### config.mk
export PLATFORM = sky130hd
export DESIGN_NAME = mini_alu_core
export DESIGN_NICKNAME = d
export VERILOG_FILES = /design/src/rtl/mini_alu_pkg.sv /design/src/rtl/mini_alu_mul.sv /design/src/rtl/mini_alu_core.sv
export SDC_FILE = /design/constraint.sdc
export NUM_CORES = 1
export LEC_CHECK = 0
export ABC_AREA = 0
export ABC_CLOCK_PERIOD_IN_PS = 3500
export CAP_MARGIN = 15
export CORE_ASPECT_RATIO = 2
export CORE_UTILIZATION = 35
export DETAILED_ROUTE_END_ITERATION = 10
export GPL_TIMING_DRIVEN = 0
export RECOVER_POWER = 25
export SLEW_MARGIN = 5
export SYNTH_ARGS = -nofsm -noshare
export SYNTH_HDL_FRONTEND = slang
export SYNTH_HIERARCHICAL = 1
export SYNTH_SLANG_ARGS = --single-unit
export TNS_END_PERCENT = 10
### constraint.sdc
create_clock -name clk -period 3.5 [get_ports clk]
set_input_delay 0.7 -clock clk [delete_from_list [all_inputs] [get_ports clk]]
set_output_delay 0.7 -clock clk [all_outputs]
set_load 0.01 [all_outputs]
### src/rtl/mini_alu_pkg.sv
// Shared types for the mini ALU: opcodes, controller states and the flag bundle.
package mini_alu_pkg;

   typedef enum logic [2:0] {
      OP_ADD = 3'b000,
      OP_SUB = 3'b001,
      OP_AND = 3'b010,
      OP_OR  = 3'b011,
      OP_XOR = 3'b100,
      OP_SHL = 3'b101,
      OP_SHR = 3'b110,
      OP_MUL = 3'b111
   } op_t;

   typedef enum logic [1:0] {
      ST_IDLE = 2'd0,
      ST_EXEC = 2'd1,
      ST_DONE = 2'd2
   } state_t;

   typedef struct packed {
      logic zero;
      logic carry;
      logic negative;
      logic overflow;
   } flags_t;

endpackage

### src/rtl/mini_alu_mul.sv
// Shift-add multiplier: one partial product per cycle over WIDTH cycles.
// done and product are valid together in the last iteration cycle.
module mini_alu_mul #(
   parameter int WIDTH = 8
) (
   input  logic               clk,
   input  logic               reset,
   input  logic               start,
   input  logic [WIDTH-1:0]   a,
   input  logic [WIDTH-1:0]   b,
   output logic               done,
   output logic [2*WIDTH-1:0] product
);

   localparam int CW = $clog2(WIDTH) + 1;

   logic [2*WIDTH-1:0] acc_reg;
   logic [2*WIDTH-1:0] mcand_reg;
   logic [2*WIDTH-1:0] acc_next;
   logic [WIDTH-1:0]   mplier_reg;
   logic [CW-1:0]      count_reg;
   logic               run_reg;

   assign acc_next = mplier_reg[0] ? (acc_reg + mcand_reg) : acc_reg;

   // Final accumulation is exposed combinationally so the caller can
   // register it on the same edge the last iteration completes.
   assign done    = run_reg && (count_reg == CW'(1));
   assign product = acc_next;

   always_ff @(posedge clk) begin
      if (reset) begin
         acc_reg    <= '0;
         mcand_reg  <= '0;
         mplier_reg <= '0;
         count_reg  <= '0;
         run_reg    <= 1'b0;
      end else if (start) begin
         acc_reg    <= '0;
         mcand_reg  <= {{WIDTH{1'b0}}, a};
         mplier_reg <= b;
         count_reg  <= CW'(WIDTH);
         run_reg    <= 1'b1;
      end else if (run_reg) begin
         acc_reg    <= acc_next;
         mcand_reg  <= mcand_reg << 1;
         mplier_reg <= mplier_reg >> 1;
         count_reg  <= count_reg - CW'(1);
         if (count_reg == CW'(1)) begin
            run_reg <= 1'b0;
         end
      end
   end

endmodule

### src/rtl/mini_alu_core.sv
// Handshaked ALU with registered result/flags; define MINI_ALU_MUL_EN to
// enable the multi-cycle multiplier on op 111 (otherwise op 111 is illegal).
module mini_alu_core
   import mini_alu_pkg::*;
#(
   parameter int WIDTH = 8
) (
   input  logic             clk,
   input  logic             reset,
   input  logic             in_valid,
   output logic             in_ready,
   input  logic [WIDTH-1:0] a,
   input  logic [WIDTH-1:0] b,
   input  logic [2:0]       op,
   output logic             out_valid,
   input  logic             out_ready,
   output logic [WIDTH-1:0] result,
   output logic             zero,
   output logic             carry,
   output logic             negative,
   output logic             overflow,
   output logic             illegal,
   output logic             busy
);

`ifdef MINI_ALU_MUL_EN
   localparam bit MUL_EN = 1'b1;
`else
   localparam bit MUL_EN = 1'b0;
`endif

   state_t           state_reg, state_next;
   logic [WIDTH-1:0] result_reg, result_next;
   flags_t           flags_reg, flags_next;
   logic             illegal_reg, illegal_next;

   logic             accept;
   logic             is_mul;
   logic [WIDTH:0]   sum;
   logic [WIDTH:0]   diff;
   logic [WIDTH-1:0] shl_val;
   logic [WIDTH-1:0] shr_val;
   logic [WIDTH-1:0] alu_result;
   logic             alu_carry;
   logic             alu_ovf;
   logic             alu_illegal;

   logic               mul_done;
   logic [2*WIDTH-1:0] mul_product;
   logic               mul_hi_nz;

   assign in_ready = !reset && ((state_reg == ST_IDLE) ||
                                ((state_reg == ST_DONE) && out_ready));
   assign accept   = in_valid && in_ready;
   assign is_mul   = MUL_EN && (op == OP_MUL);

   assign sum  = {1'b0, a} + {1'b0, b};
   assign diff = {1'b0, a} - {1'b0, b};

   genvar gi;
   generate
      for (gi = 0; gi < WIDTH; gi++) begin : g_shift
         if (gi == 0) begin : g_lsb
            assign shl_val[gi] = 1'b0;
         end else begin : g_lsb_n
            assign shl_val[gi] = a[gi-1];
         end
         if (gi == WIDTH-1) begin : g_msb
            assign shr_val[gi] = 1'b0;
         end else begin : g_msb_n
            assign shr_val[gi] = a[gi+1];
         end
      end
   endgenerate

   always_comb begin
      alu_result  = '0;
      alu_carry   = 1'b0;
      alu_ovf     = 1'b0;
      alu_illegal = 1'b0;
      case (op)
         OP_ADD: begin
            alu_result = sum[WIDTH-1:0];
            alu_carry  = sum[WIDTH];
            alu_ovf    = (a[WIDTH-1] == b[WIDTH-1]) && (sum[WIDTH-1] != a[WIDTH-1]);
         end
         OP_SUB: begin
            // diff[WIDTH] is the borrow out, i.e. a < b unsigned
            alu_result = diff[WIDTH-1:0];
            alu_carry  = diff[WIDTH];
            alu_ovf    = (a[WIDTH-1] != b[WIDTH-1]) && (diff[WIDTH-1] != a[WIDTH-1]);
         end
         OP_AND: alu_result = a & b;
         OP_OR:  alu_result = a | b;
         OP_XOR: alu_result = a ^ b;
         OP_SHL: begin
            alu_result = shl_val;
            alu_carry  = a[WIDTH-1];
         end
         OP_SHR: begin
            alu_result = shr_val;
            alu_carry  = a[0];
         end
         default: alu_illegal = !MUL_EN;
      endcase
   end

`ifdef MINI_ALU_MUL_EN
   mini_alu_mul #(
      .WIDTH (WIDTH)
   ) u_mul (
      .clk     (clk),
      .reset   (reset),
      .start   (accept && is_mul),
      .a       (a),
      .b       (b),
      .done    (mul_done),
      .product (mul_product)
   );
   assign busy = (state_reg == ST_EXEC);
`else
   assign mul_done    = 1'b0;
   assign mul_product = '0;
   assign busy        = 1'b0;
`endif

   assign mul_hi_nz = |mul_product[2*WIDTH-1:WIDTH];

   always_comb begin
      state_next   = state_reg;
      result_next  = result_reg;
      flags_next   = flags_reg;
      illegal_next = illegal_reg;
      case (state_reg)
         ST_IDLE, ST_DONE: begin
            if (accept) begin
               if (is_mul) begin
                  state_next = ST_EXEC;
               end else begin
                  state_next          = ST_DONE;
                  result_next         = alu_result;
                  // an illegal op reports all flags clear, including zero
                  flags_next.zero     = (alu_result == '0) && !alu_illegal;
                  flags_next.carry    = alu_carry;
                  flags_next.negative = alu_result[WIDTH-1];
                  flags_next.overflow = alu_ovf;
                  illegal_next        = alu_illegal;
               end
            end else if ((state_reg == ST_DONE) && out_ready) begin
               state_next = ST_IDLE;
            end
         end
         ST_EXEC: begin
            if (mul_done) begin
               state_next          = ST_DONE;
               result_next         = mul_product[WIDTH-1:0];
               flags_next.zero     = (mul_product[WIDTH-1:0] == '0);
               flags_next.carry    = mul_hi_nz;
               flags_next.negative = mul_product[WIDTH-1];
               flags_next.overflow = mul_hi_nz;
               illegal_next        = 1'b0;
            end
         end
         default: state_next = ST_IDLE;
      endcase
   end

   always_ff @(posedge clk) begin
      if (reset) begin
         state_reg   <= ST_IDLE;
         result_reg  <= '0;
         flags_reg   <= '0;
         illegal_reg <= 1'b0;
      end else begin
         state_reg   <= state_next;
         result_reg  <= result_next;
         flags_reg   <= flags_next;
         illegal_reg <= illegal_next;
      end
   end

   assign out_valid = (state_reg == ST_DONE);
   assign result    = result_reg;
   assign zero      = flags_reg.zero;
   assign carry     = flags_reg.carry;
   assign negative  = flags_reg.negative;
   assign overflow  = flags_reg.overflow;
   assign illegal   = illegal_reg;

endmodule

==> results of run 1 <==
[per-stage QoR]
step                      hold slack (ns)  power [mW]  utilization  instances  instance area [um2]
after global routing                0.484       0.624        0.466        332                 2310
after global placement              0.435       0.447        0.457        328                 2260
after detailed placement            0.445       0.450        0.457        328                 2260
after floorplan                     0.470       0.345            -        234                 1820
after CTS                           0.457       0.588        0.466        332                 2310
final                               0.450       0.581        0.466        332                 2310
[cells by family after synthesis]
family,synth area share
AO/OA/AOI/OAI,0.297
AND/OR/NAND/NOR,0.186
buffers and inverters,0.113
adder cells (fa/ha/maj),0.187
flip-flops,0.143
multiplexers,0.0481
XOR/XNOR,0.0240
other,0.00206
[routing by layer]
layer  routed length [um]  share of wire  vias to the layer above
met3                  129          0.026                       13
met4                  158          0.032                        0
li1                     -              -                      917
met2                 2740           0.55                       52
met5                    0              0                        -
met1                 1960           0.39                      856
[worst min-delay path by stage]
stage | start | to | slack (ns) | cells after the start
2_1_floorplan | zero | zero | 0.47 | 2
3_3_place_gp | zero | zero | 0.43 | 2
3_5_place_dp | zero | zero | 0.44 | 2
4_1_cts | zero | zero | 0.46 | 2
5_1_grt | result[4] | result[4] | 0.48 | 1
6_report | zero | zero | 0.45 | 2
[power groups by stage]
stage | logic, mW | registers, mW | clock network (mW)
2_1_floorplan | 0.172 | 0.173 | 0
3_3_place_gp | 0.279 | 0.168 | 0
3_5_place_dp | 0.282 | 0.168 | 0
4_1_cts | 0.283 | 0.165 | 0.140
5_1_grt | 0.311 | 0.166 | 0.147
6_report | 0.281 | 0.165 | 0.136
[layout make-up]
type	count	area, um2
fillers	520	2650
multi-input cells	178	1360
repair buffers	37	370
flip-flops and latches	13	260
plain buffers	16	105
inverters	27	101
well taps	57	71.3
clock buffers	3	41.3
clock inverters	1	5.00
[layout by cell type (no fill, tap or decap), types with 5 or more instances in the layout]
cell	netlist	layout
clkdlybuf4s50_1	0	30
inv_1	27	27
ha_1	24	24
nand2_1	19	19
nor2_1	16	16
dfxtp_1	13	13
a21oi_1	12	12
o21ai_0	9	9
dlygate4sd3_1	0	7
buf_2	6	6
xnor2_1	5	5
o21ai_1	5	5
[worst register-to-register path: cells and delay by family, from the launching register on]
family          cells  cell delay, ns
flops               1            0.30
compound gates      2            0.29
simple gates        5            0.91
buf+inv             1            0.16
==> reports/summary.txt, run 1 <==
outcome -> completed
Antenna Nets Post-Route -> 0
iteration-0 DRC count of the detailed router -> 52
Reg power frac -> 0.283
area fraction of the dominant cell type after synthesis -> 0.165
Synth Cell Area -> 1820 um2
CP max-delay cell -> clkdlybuf4s50_1
top cell family by delay on the critical path -> compound AO/OA/AOI/OAI gates
CP Class -> input port to register
Hold WC Path Type -> register to register
die area -> 5520 um2
most used cell, CP -> o21bai_1
starting density of the core -> 0.368
WP data arrival -> 3.33 ns
Wirelength per Cell -> 15.0 um
Reg2Reg Depth -> 8
internal power -> 0.370 mW
largest net degree at the start of global routing -> 11
worst setup path endpoint -> result[7]
Yosys reg bits -> 13
worst r2r src -> state_reg[1]
Row Count -> 36
synth cell count leaders -> 27 x inv_1, 24 x ha_1, 19 x nand2_1, 16 x nor2_1, 13 x dfxtp_1
Top Usage Layer GRT -> met2
cts bufs inserted -> 3
I/O Buffers -> 37
Clock power frac -> 0.234
GRT Util Overall -> 0.196
Syn Nets -> 283
# Max-Cap Violations -> 0
Sw Ratio -> 0.363
GPL Wtd Cong -> 0.843
HPWL after detailed placement -> 4.10 mm
cts repair resizes -> 0
Fin Clk Skew -> 0.00203 ns
core area -> 4950 um2
ordered list of cells on the worst path -> clkdlybuf4s50_1 > inv_1 > ha_1 > o21bai_1 > a221oi_2 > o21bai_1 > o22ai_1 > a41oi_1 > o211ai_1 > a22o_1
# IOs -> 39
CP endpoint kind -> register
most frequent cell after synthesis -> inv_1
FF-to-FF End -> zero
CP Launch Type -> input port
Die Width -> 53.0 um
die extent in y -> 104 um
CTS clk-pin slew, worst paths -> 0.06 ns
final worst path period need -> 3.19 ns
count of different cell masters after synthesis -> 63
H-tree depth -> 1
asr flop ratio synth -> 0
met1 usage -> 0.210
TNS Setup -> 0 ns
Setup-failing EPs final -> 0
CTS Sinks -> 13
setup slack, reg-to-reg -> 1.77 ns
Critical Path RT -> 3.64 ns
Sw Pwr -> 0.211 mW
initial antenna violation count -> 0
Final Hold Fails -> 0
Hold Buf Count CTS -> 0
clock root cell -> clkbuf_8
CTS tree -> done
drt total wl -> 4.99 mm
Syn Inst Count -> 234
PnR worst setup slack -> 0.309 ns
cell area power density -> 252 nW/um2
Final Net Count -> 325
max reg flops -> 8
via count -> 1838
register area share after synthesis -> 0.143
Setup Buffers After CTS -> 0
area leader, netlist -> ha_1
Max Transition Viols Final -> 0
Mean Syn Cell Area -> 7.79 um2
vias in the first global route -> 1820
Worst Path Buf+Inv -> 2
final worst path period share -> 0.912
ant diodes -> 0
dpl ws -> 0.0648 ns
crit path from -> a[1]
GR Util met3 -> 0.0161
Worst path max stage delay -> 0.61 ns
critical path fanouts, max -> 5
Initial DRT Pass Iterations -> 4
combinational share of power -> 0.483
Area Growth Syn to Fin -> 26.8%
top cells by area, synth -> ha_1 16%, dfxtp_1 14%, inv_1 5.6%, nand2_1 3.9%, a21oi_1 3.3%
met2 GRT Util -> 0.354
Slew @ Worst Pin -> 0.535 ns
layout cell share with drive strength beyond 1 -> 0.0945
Leakage -> 1.04 nW
first-pass GRT wire length -> 8.34 mm
vias per std cell -> 5.54
drc violations -> 0
Congestion Overflow GR -> 0
synth warn -> 6
Clk Latency, worst-skew pair -> 0.24 ns
Worst path depth -> 10
Fmax -> 313 MHz
relative slew slack -> 0.642
RSZ-0062 raised after global routing -> false
dominant synthesized flop cell -> dfxtp_1
Worst VDD drop -> 235 uV
number of synthesized flops with an enable pin -> 0
Max Buffers Root-to-Sink -> 2
(Power assumes the default switching activity.)
==> run 2: changes to the inputs <==
--- a/config.mk
+++ b/config.mk
@@ -9,6 +9,7 @@
 export ABC_CLOCK_PERIOD_IN_PS = 3500
 export CAP_MARGIN = 15
 export CORE_ASPECT_RATIO = 2
+export CORE_MARGIN = 3
 export CORE_UTILIZATION = 35
 export DETAILED_ROUTE_END_ITERATION = 10
 export GPL_TIMING_DRIVEN = 0
==> run 2 against run 1 <==
Largest power group unchanged. Global-route usage decreased by 2.2 points. Critical path depth unchanged. Sequential share of layout area unchanged. Via count decreased by 1.7%.
==> reports/summary.txt, run 2 (synthesis gave the netlist of run 1 again) <==
final worst path period share -> 0.899 (-0.0127)
relative slew slack -> 0.626 (-0.0158)
Top Usage Layer GRT -> met2
drt total wl -> 5.06 mm (+1.3%)
met2 GRT Util -> 0.328 (-0.0254)
Congestion Overflow GR -> 0 (unchanged)
non-filler cells, final -> 332 (unchanged)
Worst path max stage delay -> 0.60 ns (about the same)
Row Count -> 36 (unchanged)
Setup Buffers After CTS -> 0 (unchanged)
Worst path depth -> 10 (unchanged)
top cell family by delay on the critical path -> compound AO/OA/AOI/OAI gates
multi-input logic area -> 1360 um2 (unchanged)
# IOs -> 39 (unchanged)
die area -> 6160 um2 (+12%)
Final Net Count -> 325 (unchanged)
Max Transition Viols Final -> 0 (unchanged)
Wirelength per Cell -> 15.2 um (+1.3%)
ordered list of cells on the worst path -> clkdlybuf4s50_1 > inv_1 > ha_1 > o21bai_1 > a221oi_2 > o21bai_1 > o22ai_1 > a41oi_1 > o211ai_1 > a22o_1
FILL cells -> 499 (-4.0%)
Reg2Reg Depth -> 8 (unchanged)
layout cell share with drive strength beyond 1 -> 0.0945 (unchanged)
Antenna Nets Post-Route -> 0 (unchanged)
CP endpoint kind -> register
most common cell after layout, fill and taps aside -> clkdlybuf4s50_1
most frequent cells in the layout -> 30 x clkdlybuf4s50_1, 27 x inv_1, 24 x ha_1
cell area power density -> 252 nW/um2 (+0.13%)
starting density of the core -> 0.368 (unchanged)
# Max-Cap Violations -> 0 (unchanged)
Initial DRT Pass Iterations -> 4 (unchanged)
I/O Buffers -> 37 (unchanged)
Hold Slack -> 0.445 ns (-0.00523 ns)
Placed Area -> 2260 um2 (unchanged)
iteration-0 DRC count of the detailed router -> 66 (+27%)
Sw Ratio -> 0.364 (+0.000487)
largest net degree at the start of global routing -> 11 (unchanged)
Max Buffers Root-to-Sink -> 2 (unchanged)
die extent in y -> 108 um (+3.8%)
Hold Buf Count CTS -> 0 (unchanged)
Die Width -> 57.0 um (+7.5%)
internal power -> 0.370 mW (about the same)
RSZ-0062 raised after global routing -> false
Setup-failing EPs final -> 0 (unchanged)
vias per std cell -> 5.44 (-1.7%)
TNS Setup -> 0 ns (unchanged)
Clk Latency, worst-skew pair -> 0.25 ns (about the same)
via count -> 1807 (-1.7%)
HPWL after detailed placement -> 4.16 mm (+1.5%)
cell area after layout -> 2310 um2 (unchanged)
Clock power frac -> 0.235 (about the same)
CP Class -> input port to register
ant diodes -> 0 (unchanged)
Placed Cells -> 328 (unchanged)
drc violations -> 0 (unchanged)
most used cell, CP -> o21bai_1
outcome -> completed
Area Growth Syn to Fin -> 26.8% (unchanged)
initial antenna violation count -> 0 (unchanged)
WP data arrival -> 3.29 ns (-0.04 ns)
met1 usage -> 0.185 (-0.0250)
Final Hold Fails -> 0 (unchanged)
GRT Util Overall -> 0.174 (-0.0219)
first-pass GRT wire length -> 8.51 mm (+2.1%)
CTS Sinks -> 13 (unchanged)
max reg flops -> 8 (unchanged)
Sw Pwr -> 0.212 mW (+0.26%)
H-tree depth -> 1 (unchanged)
GPL Wtd Cong -> 0.903 (+7.0%)
Reg power frac -> 0.283 (about the same)
vias in the first global route -> 1815 (-0.27%)
Fin Clk Skew -> 0.000489 ns (-0.00154 ns)
critical path fanouts, max -> 5 (unchanged)
total power -> 0.582 mW (+0.13%)
core area -> 4950 um2 (unchanged)
Critical Path RT -> 3.64 ns (about the same)
combinational share of power -> 0.482 (about the same)
CP Launch Type -> input port
CTS clk-pin slew, worst paths -> 0.06 ns (about the same)
CP max-delay cell -> clkdlybuf4s50_1
Hold WC Path Type -> register to register
Hold Path Depth -> 2 (unchanged)
cts bufs inserted -> 3 (unchanged)
Worst VDD drop -> 221 uV (-5.8%)
Fmax -> 318 MHz (+1.4%)
register area -> 260 um2 (unchanged)
Worst Path Buf+Inv -> 2 (unchanged)
cts repair resizes -> 0 (unchanged)
Slew @ Worst Pin -> 0.559 ns (+0.0236 ns)
Leakage -> 1.04 nW (about the same)
clock root cell -> clkbuf_8
CTS tree -> done
final worst path period need -> 3.15 ns (-0.0446 ns)
GR Util met3 -> 0.0119 (-0.00413)
==> run 2: cell counts in the layout (fill, tap and decap cells not counted) <==
No cell type changed its count.
==> run 2: final cells by class <==
cell class,count,area share
buffer,16,0.0455
clock buffer,3,0.0179
clock inverter,1,0.00217
inverter,27,0.0439
multi-input combinational,178,0.587
sequential,13,0.113
tap,57,0.0309
timing repair buffer,37,0.160
==> run 2: worst paths after layout <==
path | from | to | slack [ns]
max | a[1] | result[7] | 0.35
min | zero | zero | 0.44
max reg2reg | state_reg[1] | zero | 1.79
min reg2reg | zero | zero | 0.44
==> run 2: through the flow <==
stage          setup WS (ns)   util
3_3_place_gp           0.102  0.457
5_1_grt                0.181  0.466
2_1_floorplan          0.943      -
3_5_place_dp          0.0813  0.457
6_report               0.354  0.466
4_1_cts                0.346  0.466
==> run 2: worst min-delay path, cell delays in order, from the launching register on <==
cell and delay [ns]:
dfxtp_1 0.31, nand2_1 0.05, o21ai_1 0.05
==> run 2: per-layer routing <==
layer / wire, um / vias to the layer above
met1: 1950 / 840
met2: 2820 / 44
met4: 147 / 0
li1: - / 912
met3: 141 / 11
met5: 0 / -
==> run 2: power by group through the flow <==
stage	Sequential, mW	Clock (mW)	Combinational (mW)
2_1_floorplan	0.173	0	0.172
3_3_place_gp	0.168	0	0.279
3_5_place_dp	0.168	0	0.281
4_1_cts	0.165	0.142	0.283
5_1_grt	0.167	0.145	0.312
6_report	0.164	0.137	0.281
==> run 3: changes to the inputs <==
--- a/config.mk
+++ b/config.mk
@@ -6,7 +6,7 @@
 export NUM_CORES = 1
 export LEC_CHECK = 0
 export ABC_AREA = 0
-export ABC_CLOCK_PERIOD_IN_PS = 3500
+export ABC_CLOCK_PERIOD_IN_PS = 3310
 export CAP_MARGIN = 15
 export CORE_ASPECT_RATIO = 2
 export CORE_MARGIN = 3
@@ -14,6 +14,7 @@
 export DETAILED_ROUTE_END_ITERATION = 10
 export GPL_TIMING_DRIVEN = 0
 export RECOVER_POWER = 25
+export SKIP_CTS_REPAIR_TIMING = 1
 export SLEW_MARGIN = 5
 export SYNTH_ARGS = -nofsm -noshare
 export SYNTH_HDL_FRONTEND = slang
==> constraint.sdc (replaced) <==
create_clock -name clk -period 3.31 [get_ports clk]
set_input_delay 0.662 -clock clk [delete_from_list [all_inputs] [get_ports clk]]
set_output_delay 0.662 -clock clk [all_outputs]
set_load 0.01 [all_outputs]
==> results of run 3 <==
Same layout as run 2 (identical final DEF). Status: completed.
Main changes from that run: setup slack after placement 0.0813 ns -> -0.0707 ns; setup slack after layout 0.354 ns -> 0.202 ns; register-to-register setup slack 1.79 ns -> 1.60 ns; total power 0.582 mW -> 0.616 mW; worst IR drop on VDD 221 uV -> 234 uV
